$ cat src/rtl/proc_pkg.sv
// Shared definitions for the parametrised bus processor: opcodes, step codes,
// ALU operation select and a constant-evaluable clog2.
package proc_pkg;

   localparam logic [3:0] OP_MV   = 4'd0;
   localparam logic [3:0] OP_MVI  = 4'd1;
   localparam logic [3:0] OP_ADD  = 4'd2;
   localparam logic [3:0] OP_SUB  = 4'd3;
   localparam logic [3:0] OP_AND  = 4'd4;
   localparam logic [3:0] OP_OR   = 4'd5;
   localparam logic [3:0] OP_XOR  = 4'd6;
   localparam logic [3:0] OP_SLT  = 4'd7;
   localparam logic [3:0] OP_SLL  = 4'd8;
   localparam logic [3:0] OP_SRL  = 4'd9;
   localparam logic [3:0] OP_MVNZ = 4'd10;
   localparam logic [3:0] OP_MVC  = 4'd11;

   typedef logic [1:0] step_t;
   localparam step_t T0 = 2'd0;
   localparam step_t T1 = 2'd1;
   localparam step_t T2 = 2'd2;
   localparam step_t T3 = 2'd3;

   typedef enum logic [2:0] {
      ALU_ADD, ALU_SUB, ALU_AND, ALU_OR, ALU_XOR, ALU_SLT, ALU_SLL, ALU_SRL
   } alu_op_t;

   function automatic int clog2(input int value);
      int bits;
      bits = 0;
      while ((1 << bits) < value) bits++;
      return bits;
   endfunction

   function automatic logic is_alu_op(input logic [3:0] op);
      return (op >= OP_ADD) && (op <= OP_SRL);
   endfunction

   function automatic alu_op_t alu_sel(input logic [3:0] op);
      alu_op_t sel;
      case (op)
         OP_SUB:  sel = ALU_SUB;
         OP_AND:  sel = ALU_AND;
         OP_OR:   sel = ALU_OR;
         OP_XOR:  sel = ALU_XOR;
         OP_SLT:  sel = ALU_SLT;
         OP_SLL:  sel = ALU_SLL;
         OP_SRL:  sel = ALU_SRL;
         default: sel = ALU_ADD;
      endcase
      return sel;
   endfunction

endpackage

$ cat src/rtl/proc_alu.sv
// Combinational ALU for proc_param. With PROC_FLAGS_EN defined it also
// reports carry/borrow and signed overflow for add and sub.
module proc_alu
   import proc_pkg::*;
#(
   parameter int WIDTH = 16
) (
   input  logic [WIDTH-1:0] a,
   input  logic [WIDTH-1:0] b,
   input  alu_op_t          op,
   output logic [WIDTH-1:0] result,
   output logic             zero
`ifdef PROC_FLAGS_EN
   ,
   output logic             carry,
   output logic             overflow
`endif
);

   localparam int SHW = clog2(WIDTH);

   logic [WIDTH-1:0] sum;
   logic [WIDTH-1:0] diff;
   logic [SHW-1:0]   shamt;

   assign shamt = b[SHW-1:0];

`ifdef PROC_FLAGS_EN
   logic sum_carry;
   logic diff_borrow;

   assign {sum_carry, sum}    = {1'b0, a} + {1'b0, b};
   assign {diff_borrow, diff} = {1'b0, a} - {1'b0, b};

   // Sub reports borrow rather than carry, so 0 - 1 sets the flag.
   always_comb begin
      carry    = 1'b0;
      overflow = 1'b0;
      case (op)
         ALU_ADD: begin
            carry    = sum_carry;
            overflow = (a[WIDTH-1] == b[WIDTH-1]) && (sum[WIDTH-1] != a[WIDTH-1]);
         end
         ALU_SUB: begin
            carry    = diff_borrow;
            overflow = (a[WIDTH-1] != b[WIDTH-1]) && (diff[WIDTH-1] != a[WIDTH-1]);
         end
         default: ;
      endcase
   end
`else
   assign sum  = a + b;
   assign diff = a - b;
`endif

   always_comb begin
      result = '0;
      case (op)
         ALU_ADD: result = sum;
         ALU_SUB: result = diff;
         ALU_AND: result = a & b;
         ALU_OR:  result = a | b;
         ALU_XOR: result = a ^ b;
         ALU_SLT: result = {{(WIDTH-1){1'b0}}, ($signed(a) < $signed(b))};
         ALU_SLL: result = a << shamt;
         ALU_SRL: result = a >> shamt;
         default: result = '0;
      endcase
   end

   assign zero = (result == '0);

endmodule

$ cat src/rtl/proc_param.sv
// Parametrised multi-cycle bus processor with Run/Done handshake.
// Optional PROC_FLAGS_EN adds the Flags port {N,Z,C,V} and the mvc opcode.
module proc_param
   import proc_pkg::*;
#(
   parameter int WIDTH = 16,
   parameter int NREGS = 8
) (
   input  logic             Clock,
   input  logic             Resetn,
   input  logic             Run,
   input  logic [WIDTH-1:0] DIN,
   output logic             Done,
`ifdef PROC_FLAGS_EN
   output logic [3:0]       Flags,
`endif
   output logic [WIDTH-1:0] BusWires
);

   localparam int RB = clog2(NREGS);

   logic [WIDTH-1:0] regs [NREGS];
   logic [WIDTH-1:0] a_reg;
   logic [WIDTH-1:0] g_reg;
   logic [3:0]       ir_op;
   logic [RB-1:0]    ir_rx;
   logic [RB-1:0]    ir_ry;
   step_t            step;
   logic             z_flag;
   logic             rx_we;
   alu_op_t          alu_op;
   logic [WIDTH-1:0] alu_result;
   logic             alu_zero;

`ifdef PROC_FLAGS_EN
   logic n_flag;
   logic c_flag;
   logic v_flag;
   logic alu_carry;
   logic alu_overflow;
`endif

   assign alu_op = alu_sel(ir_op);

   proc_alu #(.WIDTH(WIDTH)) u_alu (
      .a        (a_reg),
      .b        (BusWires),
      .op       (alu_op),
      .result   (alu_result),
`ifdef PROC_FLAGS_EN
      .carry    (alu_carry),
      .overflow (alu_overflow),
`endif
      .zero     (alu_zero)
   );

   // One bus source per step; every register write takes its data from the bus.
   always_comb begin
      BusWires = '0;
      Done     = 1'b0;
      rx_we    = 1'b0;
      case (step)
         T1: begin
            Done = !is_alu_op(ir_op);
            if (ir_op == OP_MV) begin
               BusWires = regs[ir_ry];
               rx_we    = 1'b1;
            end else if (ir_op == OP_MVI) begin
               BusWires = DIN;
               rx_we    = 1'b1;
            end else if (ir_op == OP_MVNZ) begin
               BusWires = regs[ir_ry];
               rx_we    = !z_flag;
`ifdef PROC_FLAGS_EN
            end else if (ir_op == OP_MVC) begin
               BusWires = regs[ir_ry];
               rx_we    = c_flag;
`endif
            end else if (is_alu_op(ir_op)) begin
               BusWires = regs[ir_rx];
            end
         end
         T2: BusWires = regs[ir_ry];
         T3: begin
            BusWires = g_reg;
            Done     = 1'b1;
            rx_we    = 1'b1;
         end
         default: ;
      endcase
   end

   always_ff @(posedge Clock or negedge Resetn) begin
      if (!Resetn) begin
         step   <= T0;
         ir_op  <= '0;
         ir_rx  <= '0;
         ir_ry  <= '0;
         a_reg  <= '0;
         g_reg  <= '0;
         z_flag <= 1'b1;
      end else begin
         case (step)
            T0: begin
               if (Run) begin
                  ir_op <= DIN[WIDTH-1 -: 4];
                  ir_rx <= DIN[WIDTH-5 -: RB];
                  ir_ry <= DIN[WIDTH-5-RB -: RB];
                  step  <= T1;
               end
            end
            T1: begin
               if (is_alu_op(ir_op)) begin
                  a_reg <= BusWires;
                  step  <= T2;
               end else begin
                  step <= T0;
               end
            end
            T2: begin
               g_reg  <= alu_result;
               z_flag <= alu_zero;
               step   <= T3;
            end
            default: step <= T0;
         endcase
      end
   end

   always_ff @(posedge Clock or negedge Resetn) begin
      if (!Resetn) begin
         for (int i = 0; i < NREGS; i++) regs[i] <= '0;
      end else if (rx_we) begin
         regs[ir_rx] <= BusWires;
      end
   end

`ifdef PROC_FLAGS_EN
   always_ff @(posedge Clock or negedge Resetn) begin
      if (!Resetn) begin
         n_flag <= 1'b0;
         c_flag <= 1'b0;
         v_flag <= 1'b0;
      end else if (step == T2) begin
         n_flag <= alu_result[WIDTH-1];
         c_flag <= alu_carry;
         v_flag <= alu_overflow;
      end
   end

   assign Flags = {n_flag, z_flag, c_flag, v_flag};
`endif

endmodule

$ cat config.mk
export PLATFORM = sky130hd
export DESIGN_NAME = proc_param
export DESIGN_NICKNAME = d
export VERILOG_FILES = /design/src/rtl/proc_pkg.sv /design/src/rtl/proc_alu.sv /design/src/rtl/proc_param.sv
export SDC_FILE = /design/constraint.sdc
export NUM_CORES = 1
export LEC_CHECK = 0
export CAP_MARGIN = 20
export CORE_UTILIZATION = 50
export DETAILED_ROUTE_END_ITERATION = 10
export GPL_TIMING_DRIVEN = 0
export PLACE_DENSITY = 0.67
export SYNTH_ARGS = -nofsm -noshare
export SYNTH_HDL_FRONTEND = slang
export SYNTH_HIERARCHICAL = 1
export SYNTH_SLANG_ARGS = --single-unit
export TNS_END_PERCENT = 100
$ cat constraint.sdc
create_clock -name Clock -period 4.9 [get_ports Clock]
set_input_delay 0.98 -clock Clock [delete_from_list [all_inputs] [get_ports Clock]]
set_output_delay 0.98 -clock Clock [all_outputs]
set_load 0.02 [all_outputs]
==> results by group, run 1 <==
Synthesis
  – Synth top area share: 0.319
  – Count of yosys warnings during synthesis: 6
  – Area of the mapped netlist: 0.0135 mm²
  – Post-Syn Nets: 1,513
  – Number of unique standard cell types used by synthesis: 107
  – Most frequent cells after synthesis: 172 x dfrtp_1, 166 x nand2_1, 123 x nor2_1
  – Share of synthesized registers carrying an async set or reset: 1.00
  – FF+latch count, synth: 173
  – Top FF cell, synth: dfrtp_1
  – Avg Synthesized Cell Area: 9.36 µm²
  – Most common cell in the synthesized netlist: dfrtp_1
  – Count of mapped cells out of synthesis: 1,443
  – Leading cell types by total area after synthesis: dfrtp_1 32%, mux4_2 7.3%, mux2_2 6.2%, nand2_1 4.6%, ha_1 4.5%
  – Sequential cell area fraction in the yosys report: 0.321
  – Count of flip-flops with a built-in enable after synthesis: 0
  – Synth area leader: dfrtp_1

Worst setup path
  – Number of cells on the worst reg-to-reg path: 21
  – Worst setup path class: reg -> reg
  – Type of origin of the critical path: register
  – Req. time, crit path: 5.29 ns
  – Worst Path Max Fanout: 11
  – Type of destination of the critical path: register
  – Data arrival time of the worst path: 5.16 ns

CTS
  – CTS tree: yes
  – Hold Buf Count CTS: 0
  – Clock latency on the worst-skew pair: 0.45 ns
  – Clock-pin slew reported for the worst setup and hold paths after clock tree synthesis: 0.08 ns
  – Total clock buffers created by CTS: 17
  – Maximum level of the CTS H-tree: 4
  – CTS root buffer: clkbuf_16
  – CTS max path bufs: 2
  – Clock tree sinks: 173

Worst hold path
  – Min-delay worst type: in -> async

Die
  – Chip height: 166 µm
  – Number of rows created at floorplan: 59
  – Die area: 0.0277 mm²
  – Die Wd: 166 µm
  – Total I/O pin count: 36
  – Floorplan Core Area: 0.0263 mm²
  – Starting utilization of the core area: 0.514

Timing
  – Final Max Tran Viols: 0
  – Final number of setup-violating endpoints: 0
  – Worst Hold Margin: 0.441 ns
  – Final period utilization: 0.974
  – Clock Skew: 0.0126 ns
  – Peak Freq: 210 MHz
  – Slew Limit Headroom: 0.184
  – Post-route minimum period: 4.77 ns
  – Number of failing hold endpoints at the final stage: 0
  – Worst slew pin tran: 1.22 ns

Job
  – Number of max-capacitance violations reported: 0

Global routing
  – Gr usage total: 0.378
  – Vias in the first global route: 12,400
  – First-pass GRT wire length: 78,200 µm
  – Initial antenna violation count: 0
  – Largest net degree at the start of global routing: 121
  – Grt total ovfl: 0

Drt
  – Number of optimization iterations in the first detailed-route pass: 9
  – Total detailed-routing wirelength: 52,600 µm
  – Initial detailed-routing violation count: 1,479
  – Number of nets still failing antenna checks after routing: 0
  – Detailed-route DRC error count: 2
  – Routed len/inst: 27.7 µm
  – Total via count after detailed routing: 13,000
  – Per-cell via count in the routed design: 6.84

Final layout
  – Layout Cell Area excl Fill: 0.0161 mm²
  – Share of layout cells above drive strength 1: 0.273
  – Flip-flop count of the largest register after layout: 128
  – # nets final: 1,624
  – Diodes inserted: 0
  – Number of filler cells placed in the layout: 2,237
  – Area added between synthesis and finish: 19.0%

Placed design
  – Routability cong.: 1.01
  – DP Wirelength: 37,800 µm
  – Placed cell area: 0.0143 mm²
  – Buffers on Ports: 35

Status
  – Status: finished, violations left
  – Violations in the final reports: design-rule violations
## timing repair
| action | 4_1_cts | 5_1_grt |
|---|---|---|
| endpoints found under the setup margin | 18 | 3 |
| pin swaps | 10 | 33 |
| buffers inserted | 14 | 42 |
| gates cloned | 0 | 3 |
| resized for setup | 77 | 101 |
## per-stage QoR
step	cells	setup TNS [ns]	setup slack, ns	util
2_1_floorplan	1443	0	0.179	-
4_1_cts	1857	0	0.0000502	0.583
5_1_grt	1902	-0.0392	-0.0392	0.612
6_report	1902	0	0.129	0.612
3_3_place_gp	1813	-749.83	-4.29	0.543
3_5_place_dp	1814	-11.43	-1.33	0.544
## per-layer routing
layer	up-vias	share of wire	GRT usage	wire length, µm
met5	-	0	0	0
met4	0	0.076	0.247	4020
met3	225	0.084	0.0603	4410
met2	812	0.46	0.610	24400
met1	6415	0.38	0.473	19800
li1	5566	-	-	-
## cells in the final DEF, fill, tap and decap left out, drive strengths merged, types with 7 or more instances in the layout
| cell type | instances |
|---|---|
| mux4 | 49 |
| xnor2 | 10 |
| clkdlybuf4s50 | 34 |
| o21ai | 100 |
| and3 | 7 |
| clkinv | 9 |
| and2 | 11 |
| o31ai | 25 |
| buf | 127 |
| dfrtp | 172 |
| o211ai | 11 |
| nor3 | 36 |
| a31oi | 24 |
| a221o | 7 |
| nand3 | 23 |
| nand2 | 166 |
| o22ai | 16 |
| a211oi | 26 |
| mux2 | 84 |
| or3 | 13 |
| mux2i | 44 |
| nand4 | 8 |
| ha | 49 |
| inv | 63 |
| nor2 | 123 |
| nand2b | 27 |
| or3b | 9 |
| a2bb2oi | 8 |
| clkbuf | 49 |
| o221ai | 15 |
| or2 | 8 |
| a32oi | 7 |
| nor2b | 21 |
| a21oi | 75 |
## cells by family (layout without fill, tap and decap cells)
group,Yosys count,in the layout,synth area share
compound gates,385,385,0.200
fa+ha+maj,51,51,0.0484
mux,177,177,0.187
simple gates,480,480,0.176
xor+xnor,12,12,0.00778
flops,173,173,0.321
buf+inv,165,289,0.0602
## path summary, 6_finish.rpt
check	start	to	slack, ns
max in group asynchronous	Resetn	a_reg[11]	3.51
setup reg to reg	ir_ry[0]	z_flag	0.13
setup / recovery	ir_ry[0]	z_flag	0.13
hold reg to reg	g_reg[4]	g_reg[4]	0.50
hold / removal	Resetn	regs[93]	0.44
min in group Clock	g_reg[4]	g_reg[4]	0.50
## final cells by class
| type | instances | area, µm² | share of cell area |
|---|---|---|---|
| plain buffers | 98 | 694 | 0.0432 |
| clock buffers | 17 | 425 | 0.0265 |
| clock inverters | 15 | 175 | 0.0109 |
| inverters | 64 | 270 | 0.0168 |
| multi-input cells | 1105 | 8880 | 0.553 |
| flip-flops and latches | 173 | 4330 | 0.270 |
| well taps | 335 | 419 | 0.0261 |
| repair buffers | 95 | 871 | 0.0542 |
## worst max-delay path: stages (launching register included)
cell,delay [ns]
dfrtp_1,0.35
buf_6,0.19
buf_12,0.15
mux4_1,0.54
mux2_2,0.31
a22oi_4,0.27
nand2_8,0.12
clkinv_8,0.10
buf_12,0.14
ha_1,0.23
buf_4,0.17
nor2b_2,0.18
o31a_1,0.33
o211ai_1,0.32
nand3b_1,0.11
o21ai_0,0.13
xnor2_1,0.21
o21ai_0,0.16
or3_1,0.40
nor3_2,0.16
nand2_1,0.07
nand2_1,0.06
Power of run 1 is left out: the tool's default activity adds up to more than one toggle a clock period on the data nets, which glitch-free logic cannot reach.
==> inputs of run 2 (changes only) <==
PLACE_DENSITY = 0.74   (was 0.67)
clock period = 4.8 ns   (was 4.9 ns; I/O delays follow)
==> results by group, run 2 (synthesis gave the netlist of run 1 again) <==
Worst setup path
  – Type of destination of the critical path: register
  – Worst setup path class: reg -> reg
  – Type of origin of the critical path: register
  – Cell class contributing the biggest share of worst-path delay: compound AO/OA/AOI/OAI gates
  – Cell at the slowest stage of the critical path: a32oi_1
  – Critical register-to-register path startpoint: step[0]
  – Worst setup path startpoint: step[0]
  – WP depth: 18 (-14%)
  – Req. time, crit path: 5.19 ns (-0.10 ns)
  – Number of cells on the worst reg-to-reg path: 18 (-14%)
  – Worst Path Max Fanout: 11 (unchanged)
  – Most repeated library cell on the critical path: nand2_1
  – Highest cell delay on the worst timing path: 0.60 ns (+0.06 ns)
  – Data arrival time of the worst path: 5.19 ns (+0.03 ns)
  – Buffering stage count on the worst path with inverters included: 3 (-2)
  – Sequence of cells on the critical path: buf_2 -> and2_0 -> clkbuf_1 -> a32oi_1 -> nand3_4 -> inv_1 -> ha_1 -> and3_4 -> a221o_1 -> a22o_1 -> a21oi_1 -> nand3_1 -> mux2i_1 -> a2111o_1 -> or3_1 -> nor3_2 -> nand2_1 -> nand2_1

Final layout
  – Leading cell type in the layout, fill and taps excluded: dfrtp_1
  – Area added between synthesis and finish: 19.4%
  – Number of filler cells placed in the layout: 2,174 (-2.8%)
  – Storage element area: 0.00433 mm² (about the same)
  – Area occupied by multi-input gates: 0.00890 mm² (+0.15%)
  – Flip-flop count of the largest register after layout: 128 (unchanged)
  – Fraction of the core area covered by cells at the end of the flow: 0.613 (+0.00176)
  – Share of layout cells above drive strength 1: 0.272 (-0.00116)
  – # nets final: 1,627 (+0.18%)
  – Diodes inserted: 0 (unchanged)
  – Commonest cells after routing, fill and taps aside: 171 x dfrtp_1, 160 x nand2_1, 120 x nor2_1, 74 x mux2_2, 69 x a21oi_1

CTS
  – Maximum level of the CTS H-tree: 4 (unchanged)
  – Clock latency on the worst-skew pair: 0.46 ns (about the same)
  – CTS root buffer: clkbuf_16
  – CTS tree: yes
  – Total clock buffers created by CTS: 17 (unchanged)
  – Clock-pin slew reported for the worst setup and hold paths after clock tree synthesis: 0.07 ns (about the same)
  – Clock tree sinks: 173 (unchanged)
  – CTS max path bufs: 2 (unchanged)

Drt
  – Routed len/inst: 27.1 µm (-2.2%)
  – Total detailed-routing wirelength: 51,600 µm (-2.0%)
  – Detailed-route DRC error count: 1 (-1)
  – Number of optimization iterations in the first detailed-route pass: 11 (+2)
  – Initial detailed-routing violation count: 1,783 (+21%)
  – Per-cell via count in the routed design: 6.79 (-0.82%)
  – Number of nets still failing antenna checks after routing: 0 (unchanged)
  – Total via count after detailed routing: 12,900 (-0.67%)

Global routing
  – First-pass GRT wire length: 77,500 µm (-0.89%)
  – Fraction of met1 tracks used by global routing: 0.464 (-0.00872)
  – Initial antenna violation count: 0 (unchanged)
  – Grt total ovfl: 0 (unchanged)
  – Met3 Track Usage GR: 0.0758 (+0.0155)
  – Vias in the first global route: 12,600 (+2.0%)
  – Largest net degree at the start of global routing: 95 (-21%)
  – Gr usage total: 0.371 (-0.00656)
  – GR met2 Demand/Resource: 0.596 (-0.0139)
  – Routing layer with the top usage in global route: met2

Die
  – Chip height: 166 µm (unchanged)
  – Total I/O pin count: 36 (unchanged)
  – Die area: 0.0277 mm² (unchanged)
  – Die Wd: 166 µm (unchanged)
  – Starting utilization of the core area: 0.514 (unchanged)
  – Number of rows created at floorplan: 59 (unchanged)
  – Floorplan Core Area: 0.0263 mm² (unchanged)

Job
  – Number of max-capacitance violations reported: 0 (unchanged)

Status
  – Violations in the final reports: design-rule violations
  – Status: finished, violations left

Placed design
  – Buffers on Ports: 35 (unchanged)
  – DP Wirelength: 36,800 µm (-2.7%)
  – Routability cong.: 0.998 (-0.90%)
  – Setup slack at placement: -1.36 ns (-0.0340 ns)

Timing
  – Post-route minimum period: 4.79 ns (+0.0223 ns)
  – Worst Hold Margin: 0.465 ns (+0.0244 ns)
  – Number of failing hold endpoints at the final stage: 0 (unchanged)
  – Peak Freq: 209 MHz (-0.47%)
  – Final Max Tran Viols: 0 (unchanged)
  – Worst slew pin tran: 1.07 ns (-0.146 ns)
  – Slew Limit Headroom: 0.282 (+0.0981)
  – Final number of setup-violating endpoints: 0 (unchanged)
  – Setup tns final: 0 ns (unchanged)
  – Post-layout worst setup margin: 0.00695 ns (-0.122 ns)
  – Clock Skew: 0.0115 ns (-0.00109 ns)
  – Final period utilization: 0.999 (+0.0249)

Worst hold path
  – Min-delay worst type: in -> async
run 2: final timing paths:
check                           end  slack [ns]
min                        regs[23]        0.47
min reg2reg                g_reg[1]        0.49
max in group asynchronous    z_flag        3.44
max reg2reg                  z_flag       0.007
min in group Clock         g_reg[1]        0.49
max                          z_flag       0.007
run 2: per-layer routing:
metal	vias to the layer above	share of wire
li1	5559	-
met3	236	0.10
met4	0	0.067
met2	883	0.47
met5	-	0
met1	6253	0.37
run 2: layout make-up:
type	count	share of cell area
buffer	98	0.0427
clock buffer	20	0.0277
clock inverter	12	0.0113
inverter	64	0.0165
multi-input combinational	1105	0.552
sequential	173	0.269
tap	335	0.0260
timing repair buffer	98	0.0550
run 2: stage by stage:
stage | cells | cell area [µm²]
2_1_floorplan | 1443 | 13500
3_3_place_gp | 1813 | 14300
3_5_place_dp | 1814 | 14300
4_1_cts | 1862 | 15400
5_1_grt | 1905 | 16100
6_report | 1905 | 16100
run 2: what timing repair did:
action,4_1_cts,5_1_grt
hold buffers,0,0
pin swaps,15,43
endpoints found under the hold margin,0,0
setup buffers,19,43
gates resized for setup,91,87
setup endpoints to repair,20,3
Power of run 2 is left out for the same reason.
==> edit (flow settings as in run 1) <==
Build with the macro `PROC_FLAGS_EN` defined.
--- a/src/rtl/proc_alu.sv
+++ b/src/rtl/proc_alu.sv
@@ -1,5 +1,7 @@
 // Combinational ALU for proc_param. With PROC_FLAGS_EN defined it also
 // reports carry/borrow and signed overflow for add and sub.
+`define PROC_FLAGS_EN
+
 module proc_alu
    import proc_pkg::*;
 #(
Check against the original RTL (old outputs only; new: Flags): not equivalent (a bounded check fails within 4 cycles, from zero or initial values and one cycle with Resetn low).
==> edit against run 1 <==
  * The flow still finishes with violations (design-rule violations)
  * Global-route usage grew 1.1 points
  * Synthesized area is 0.17% lower
  * Clock skew down 0.0010 ns
  * Maximum frequency shrank 1.1%
  * Wire length up 2.5%
  * Count of clock-buffer cells in the layout grew 3
  * Cell area increased by 1.4%
  * Utilization up 0.83 points
  * Sequential cell count grew 2
  * Worst setup slack worse by 0.053 ns
  * First-iteration DRC count is 10% higher
  * Critical endpoint unchanged
  * Highest routed layer unchanged
Power is left out: the tool's default activity adds up to more than one toggle a clock period on the data nets, which glitch-free logic cannot reach.
==> edit: results (changes against run 1) <==
[grt]
grt_pass1_vias=13000  ; was 12.4k
grt_max_degree=97  ; was 121
grt_pass1_wl_um=80400  ; was 78200 µm
grt_util_all_layers_pct=38.8  ; was 37.8%
antenna_found_initial=1  ; was 0

[worst_setup_path]
reg2regPathDepth=23  ; was 21
cp_slowest_stage_delay_ns=0.38  ; was 0.54 ns
arrival_ns=5.21  ; was 5.16 ns
regToRegStartpoint=ir_op[2]$_DFFE_PN0P_  ; was ir_ry[0]$_DFFE_PN0P_
crit_path_max_fanout=10  ; was 11
reg2reg_setup_slack_ns=0.08  ; was 0.13 ns
critPathSlowestCell=dfrtp_1  ; was mux4_1

[detailed_routing]
drtPass1Iterations=11  ; was 9
via_per_inst=6.70  ; was 6.84
drtIter0Drc=1628  ; was 1479
route.detailed.drc=4  ; was 2

[timing]
fin_skew_ns=0.0116  ; was 0.0126 ns

[layout]
nFillCells=2229  ; was 2237
drive_gt1_share_pct=22.7  ; was 27.3%

[synth]
ys.warnings.count=6  ; unchanged
synthTopCellsByArea=dfrtp_1 (32%), mux2i_1 (7.2%), a21oi_1 (5.6%)  ; was dfrtp_1 (32%), mux4_2 (7.3%), mux2_2 (6.2%)
synth_cell_type_count=95  ; was 107
yosysSeqAreaShare_pct=32.5  ; was 32.1%
synth-seq-cells=175  ; was 173

[placement]
dpl_cell_area_um2=14300  ; about the same
pre_cts_slack_ns=-1.63  ; was -1.33 ns
routabilityCongestion=1.07  ; was 1.01
portBuffers=39  ; was 35

[min_path]
hold_path_class=reg2reg  ; was in2async

[status]
status=finished, violations left  ; unchanged
violations=design-rule violations  ; unchanged

==> edit: repair_timing <==
item | CTS | global route
setup endpoints to repair | 22 | 6
buffers inserted | 27 | 30
hold buffers | 0 | 0
endpoints found under the hold margin | 0 | 0
gates resized for setup | 102 | 114
pin swaps | 26 | 34
==> edit: worst max-delay path by stage <==
stage	cells after the start	start	end	slack (ns)
floorplan	22	ir_op[2]$_DFFE_PN0P_	z_flag$_DFFE_PN1N_	0.12
global placement	1	Resetn	v_flag$_DFFE_PN0N_	-4.33
detailed placement	20	DIN[2]	z_flag$_DFFE_PN1N_	-1.63
CTS	22	ir_op[2]$_DFFE_PN0P_	z_flag$_DFFE_PN1N_	0.01
global route	20	ir_op[2]$_DFFE_PN0P_	z_flag$_DFFE_PN1N_	-0.04
finish	23	ir_op[2]$_DFFE_PN0P_	z_flag$_DFFE_PN1N_	0.08
==> edit: cells by family after synthesis <==
| group | share of synthesized area (%) |
|---|---|
| buffers and inverters | 6.59 |
| adder cells (fa/ha/maj) | 4.85 |
| AO/OA/AOI/OAI | 24.5 |
| flip-flops | 32.5 |
| XOR/XNOR | 0.260 |
| AND/OR/NAND/NOR | 16.8 |
| multiplexers | 14.6 |
==> edit: routing by layer <==
layer | track usage [%] | wire, µm | vias to the layer above
met1 | 47.6 | 20300 | 6558
met3 | 5.60 | 4510 | 229
met5 | 0 | 0 | -
met2 | 61.8 | 24800 | 821
li1 | - | - | 5884
met4 | 30.6 | 4350 | 0
==> edit: cell type report <==
cell class	count	area, µm²	area share, %
plain buffers	117	742	4.55
inverters	74	300	1.84
multi-input cells	1181	8990	55.2
clock buffers	20	457	2.80
repair buffers	98	867	5.32
clock inverters	12	121	0.745
well taps	335	419	2.57
diodes	1	2.50	0.0154
flip-flops and latches	175	4390	26.9
==> edit: worst min-delay path, stage by stage (launching register included) <==
cell,delay (ns)
dfstp_2,0.38
nand2_1,0.05
nand2_1,0.04
==> edit: per-stage QoR <==
step	cells	hold slack [ns]
after floorplan	1552	0.438
after global placement	1926	0.465
after detailed placement	1928	0.463
after CTS	1985	0.475
after global routing	2012	0.491
final	2013	0.477
